`config.mk`:
```
export PLATFORM = sky130hd
export DESIGN_NAME = iomem_timer
export DESIGN_NICKNAME = d
export VERILOG_FILES = /design/src/rtl/iomem_timer.sv
export SDC_FILE = /design/constraint.sdc
export NUM_CORES = 1
export LEC_CHECK = 0
export CAP_MARGIN = 20
export CORE_UTILIZATION = 48
export DETAILED_ROUTE_END_ITERATION = 10
export GPL_ROUTABILITY_DRIVEN = 0
export HOLD_SLACK_MARGIN = 0.02
export MAX_ROUTING_LAYER = met4
export PLACE_DENSITY = 0.85
export RECOVER_POWER = 50
export SLEW_MARGIN = 20
export SYNTH_ARGS = -nofsm -noshare
export SYNTH_HDL_FRONTEND = slang
export SYNTH_SLANG_ARGS = --single-unit
```
`constraint.sdc`:
```
create_clock -name clk -period 2.5 [get_ports clk]
set_clock_uncertainty 0.15 [all_clocks]
set_input_delay 0.375 -clock clk [delete_from_list [all_inputs] [get_ports clk]]
set_output_delay 0.375 -clock clk [all_outputs]
set_load 0.05 [all_outputs]
```
`src/rtl/iomem_timer.sv`:
```
`default_nettype none
// ============================================================================
// Module      : iomem_timer
// Description : Down-counting timer with prescaler, auto-reload and a level
//               interrupt, mapped into its own 16 MB window of the iomem bus.
// Revision    : 1.0 - initial release
// ============================================================================
module iomem_timer #(
    parameter logic [7:0] ADDR_HI = 8'h04,
    parameter int         PRESC_W = 16
) (
    input  logic        clk,
    input  logic        reset,
    input  logic        iomem_valid,
    input  logic [3:0]  iomem_wstrb,
    input  logic [31:0] iomem_addr,
    input  logic [31:0] iomem_wdata,
    output logic        iomem_ready,
    output logic [31:0] iomem_rdata,
    output logic        irq
);
    localparam logic [1:0] c_REG_CTRL   = 2'd0;
    localparam logic [1:0] c_REG_COUNT  = 2'd1;
    localparam logic [1:0] c_REG_RELOAD = 2'd2;
    localparam logic [1:0] c_REG_STATUS = 2'd3;

    function automatic logic [31:0] merge_bytes(input logic [31:0] old_val,
                                                input logic [3:0]  strb,
                                                input logic [31:0] data);
        logic [31:0] res;
        res = old_val;
        for (int b = 0; b < 4; b++) begin
            if (strb[b]) res[8*b +: 8] = data[8*b +: 8];
        end
        return res;
    endfunction

    logic               en_q, en_d, ar_q, ar_d, ie_q, ie_d, exp_q, exp_d;
    logic               ready_q, ready_d;
    logic [PRESC_W-1:0] presc_q, presc_d, pcnt_q, pcnt_d;
    logic [31:0]        count_q, count_d, reload_q, reload_d, rdata_q, rdata_d;

    logic               sel, wr, tick, expire;
    logic [1:0]         idx;
    logic [31:0]        ctrl_word, ctrl_tick, ctrl_wr, rd_word;
    logic               unused_bits;

    always_comb begin
        sel    = iomem_valid && !ready_q && (iomem_addr[31:24] == ADDR_HI);
        wr     = sel && (iomem_wstrb != 4'd0);
        idx    = iomem_addr[3:2];

        ctrl_word              = '0;
        ctrl_word[0]           = en_q;
        ctrl_word[1]           = ar_q;
        ctrl_word[2]           = ie_q;
        ctrl_word[16 +: PRESC_W] = presc_q;

        case (idx)
            c_REG_CTRL:   rd_word = ctrl_word;
            c_REG_COUNT:  rd_word = count_q;
            c_REG_RELOAD: rd_word = reload_q;
            default:      rd_word = {31'd0, exp_q};
        endcase

        tick   = en_q && (pcnt_q == presc_q);
        expire = tick && (count_q == 32'd0);
        pcnt_d = (!en_q || tick) ? '0 : pcnt_q + PRESC_W'(1);

        count_d   = count_q;
        reload_d  = reload_q;
        exp_d     = exp_q | expire;
        ctrl_tick = ctrl_word;
        if (tick) begin
            if (count_q != 32'd0)  count_d = count_q - 32'd1;
            else if (ar_q)         count_d = reload_q;
            else                   ctrl_tick[0] = 1'b0;
        end

        // Bus writes override the timer's own update of the same register.
        ctrl_wr = (wr && (idx == c_REG_CTRL)) ?
                  merge_bytes(ctrl_tick, iomem_wstrb, iomem_wdata) : ctrl_tick;
        if (wr) begin
            case (idx)
                c_REG_COUNT:  count_d  = merge_bytes(count_q, iomem_wstrb, iomem_wdata);
                c_REG_RELOAD: reload_d = merge_bytes(reload_q, iomem_wstrb, iomem_wdata);
                c_REG_STATUS: if (iomem_wstrb[0] && iomem_wdata[0] && !expire) exp_d = 1'b0;
                default:      ;
            endcase
        end

        en_d    = ctrl_wr[0];
        ar_d    = ctrl_wr[1];
        ie_d    = ctrl_wr[2];
        presc_d = ctrl_wr[16 +: PRESC_W];

        ready_d = sel;
        rdata_d = sel ? rd_word : 32'd0;
    end

    assign unused_bits = ^{iomem_addr[23:4], iomem_addr[1:0], ctrl_wr[15:3]};

    always_ff @(posedge clk) begin
        if (reset) begin
            en_q     <= 1'b0;
            ar_q     <= 1'b0;
            ie_q     <= 1'b0;
            exp_q    <= 1'b0;
            ready_q  <= 1'b0;
            presc_q  <= '0;
            pcnt_q   <= '0;
            count_q  <= 32'd0;
            reload_q <= 32'd0;
            rdata_q  <= 32'd0;
        end else begin
            en_q     <= en_d;
            ar_q     <= ar_d;
            ie_q     <= ie_d;
            exp_q    <= exp_d;
            ready_q  <= ready_d;
            presc_q  <= presc_d;
            pcnt_q   <= pcnt_d;
            count_q  <= count_d;
            reload_q <= reload_d;
            rdata_q  <= rdata_d;
        end
    end

    assign iomem_ready = ready_q;
    assign iomem_rdata = rdata_q;
    assign irq         = exp_q & ie_q;

endmodule
`default_nettype wire

```
==> flow_summary.yaml <==
worst_setup_path:
  crit_start: "count_q[24]"
  worstPathRequired_ps: 2690
  cp_data_arrival_time_ps: 2660
  r2r_slack_ps: 30
  end_kind: "register"
  r2r_cells: 8
  crit_type: "reg2reg"
  critPathSlowestCell: "nor4_2"
  max_stage_delay_ps: 420
  path_max_fanout: 7
  cp_cell_sequence: "nor4_2 > nand2_1 > buf_4 > nor4_2 > buf_4 > a21oi_1 > o21a_1 > nor4_1"
  worstSetupEndpoint: "count_q[16]"
  worst_setup_path_start_kind: "register"
  r2r-end: "count_q[16]"
  worstReg2RegStart: "count_q[24]"
clock_tree:
  cts_made_buffers: 17
  cts_tree: "built"
  clk_latency_ps: 440
  hold_buffers: 0
  clkTransAtPathRegs_ps: 60
  cts_buffer_depth: 2
  numClockSinks: 133
  htree_levels: 4
  cts-root-buf: "clkbuf_16"
routing:
  wl_mm: 22.7
  drtAntennaViolNets: 0
  viasPerCell: 6.31
  first_pass_iters: 5
  vias: 7545
  drt_iter0_drc: 969
  wire_per_inst_um: 19.0
  drc: 0
outcome:
  status: "finished clean"
timing:
  fmax_mhz: 405
  fin_crit_sh: 0.988
  layout_setup_ws_ps: 30.7
  min_period_ps: 2470
  finalSetupViolations: 0
  finalHoldViolCount: 0
  grt_setup_unrepaired: "true"
  drv_slew: 0
  worst_slew_pin_slew_ps: 701
  timing.slew.headroom: 0.529
yosys:
  synth_flop_cell: "dfxtp_1"
  ys_types: 72
  syn_area_mm2: 0.00698
  async_flop_share: 0
  synth-edff-count: 0
  avgSynthCellArea_um2: 8.03
  syn-instance-count: 869
  ys_seq_area_frac: 0.381
  syn_nets: 943
  ys_seq_elements: 133
  ys_warn_count: 0
layout:
  final_area_mm2: 0.00929
  drive_above_1_share: 0.170
  fill_cells: 1057
  syn_to_final_growth_pct: 33.1
  nets: 1076
global_route:
  grt_use_total: 0.321
  grt_overflow: 0
  grt_pass1_wl_mm: 36.0
  grt_max_degree: 32
  antenna_found_initial: 0
  grt_pass1_vias: 7153
floorplanning:
  die_w_um: 123
  design.die.area_mm2: 0.0150
  ios: 105
  row_count: 43
  die_h_um: 123
  initial_utilization: 0.497
  coreArea_mm2: 0.0140
worst_hold_path:
  hold_class: "in2reg"
job:
  max_cap_violations: 0
pwr:
  ir_drop_mv: 0.593
  power_density_mw_per_mm2: 643
  leakage_nw: 3.72
placement:
  dp.final_hpwl_mm: 15.6
  port_buffers: 82
  dpl_cell_area_mm2: 0.00855
  pre_cts_ws_ps: -252
-- flip-flops by register name, indices dropped and copies added (netlist names), 16 cells and up --
| register | count |
|---|---|
| count_q | 32 |
| iomem_rdata | 32 |
| pcnt_q | 16 |
| presc_q | 16 |
| reload_q | 32 |
-- how the worst min path moves through the flow --
stage                       startpoint  cells past startpoint           end  slack (ps)
after floorplan           reload_q[16]                      2  reload_q[16]         290
after global placement    reload_q[16]                      2  reload_q[16]         310
after detailed placement   reload_q[4]                      2   reload_q[4]         310
after CTS                        reset                      2    presc_q[5]         180
after global routing             reset                      2    presc_q[7]         210
final                            reset                      2    presc_q[5]         200
-- Yosys cell counts, types with 8 or more instances --
cell type / n / area share
dfxtp_1: 133 / 0.38
nor2_1: 122 / 0.066
nand2_1: 80 / 0.043
a21oi_1: 65 / 0.047
nand3_1: 57 / 0.041
clkbuf_1: 44 / 0.024
mux2i_1: 42 / 0.060
and3_1: 23 / 0.021
xor2_1: 22 / 0.028
buf_2: 17 / 0.012
nor3_1: 17 / 0.012
inv_1: 16 / 0.0086
nor4_1: 16 / 0.014
o21ai_0: 16 / 0.011
a211oi_1: 14 / 0.015
a22oi_1: 14 / 0.015
a31oi_1: 12 / 0.011
and2_1: 10 / 0.0090
o211ai_1: 10 / 0.011
nand4_1: 9 / 0.0081
xnor2_1: 8 / 0.010
-- stage by stage --
stage	instances	hold WS, ps	total power [mW]	utilization	setup TNS (ps)
finish	1196	201	5.97	0.662	0
global route	1195	206	6.17	0.661	-234
CTS	1195	182	5.86	0.652	0
detailed placement	1162	315	3.37	0.609	-9550
global placement	1162	309	3.35	0.609	-8350
floorplan	869	295	2.88	-	0
-- cells by family (layout without fill, tap and decap cells) --
logic type               count (synthesis)  count (layout)  share of synthesized area
multiplexers                            46              46                     0.0683
buffers and inverters                   84             230                     0.0509
other                                    0               1                          0
XOR/XNOR                                30              30                     0.0376
AO/OA/AOI/OAI                          185             185                      0.176
flip-flops                             133             133                      0.381
AND/OR/NAND/NOR                        388             388                      0.280
adder cells (fa/ha/maj)                  3               3                    0.00538
-- routing by layer --
| metal | track usage | part of all wire | wire length [um] | vias up |
|---|---|---|---|---|
| met5 | - | 0 | 0 | - |
| met4 | 0.188 | 0.050 | 1140 | 0 |
| met3 | 0.0678 | 0.091 | 2070 | 130 |
| met2 | 0.486 | 0.46 | 10400 | 528 |
| met1 | 0.392 | 0.40 | 9060 | 3485 |
| li1 | - | - | - | 3402 |
-- where the power goes --
group,internal (mW),total [mW],switching [mW]
logic,0.565,1.30,0.736
registers,2.13,2.15,0.0209
clock network,1.50,2.52,1.02
-- timing repair --
| item | 4_1_cts | 5_1_grt |
|---|---|---|
| buffers inserted | 1 | 0 |
| endpoints found under the hold margin | 0 | 0 |
| endpoints found under the setup margin | 12 | 38 |
| pin swaps | 1 | 6 |
| resized for setup | 2 | 31 |
-- final cells by class --
type	count	area [um2]	area share
clock inverter	13	149	0.0160
clock buffer	19	443	0.0477
timing repair buffer	182	1630	0.175
tap	180	225	0.0242
inverter	16	60.1	0.00646
multi-input combinational	652	4120	0.444
sequential	133	2660	0.287
antenna	1	2.50	0.000269
-- worst max-delay path, delay by kind of cell (launching register included) --
family                 cells  cell delay [ps]
and+or+nand+nor            4             1240
buffers and inverters      2              420
AOI/OAI and AO/OA          2              220
DFF                        1              340
-- placed cells by master (no fill, tap or decap), types with 9 or more instances in the layout --
cell             netlist  routed
a211oi_1              14      14
and3_1                23      21
nand4_1                9       9
clkbuf_16              0      17
and2_1                10      10
nand3_1               57      57
nor4_1                16       9
a31oi_1               12      12
a22oi_1               14      14
mux2i_1               42      42
nor3_1                17      12
xor2_1                22      22
buf_4                  1      85
a21oi_1               65      65
dfxtp_1              133     133
nand2_1               80      80
nor2_1               122     122
dlygate4sd3_1          0      30
o21ai_0               16      16
nor4_2                 5       9
inv_1                 16      15
o211ai_1              10      10
clkdlybuf4s50_1        0      51
Power figures use the tool's default switching activity.
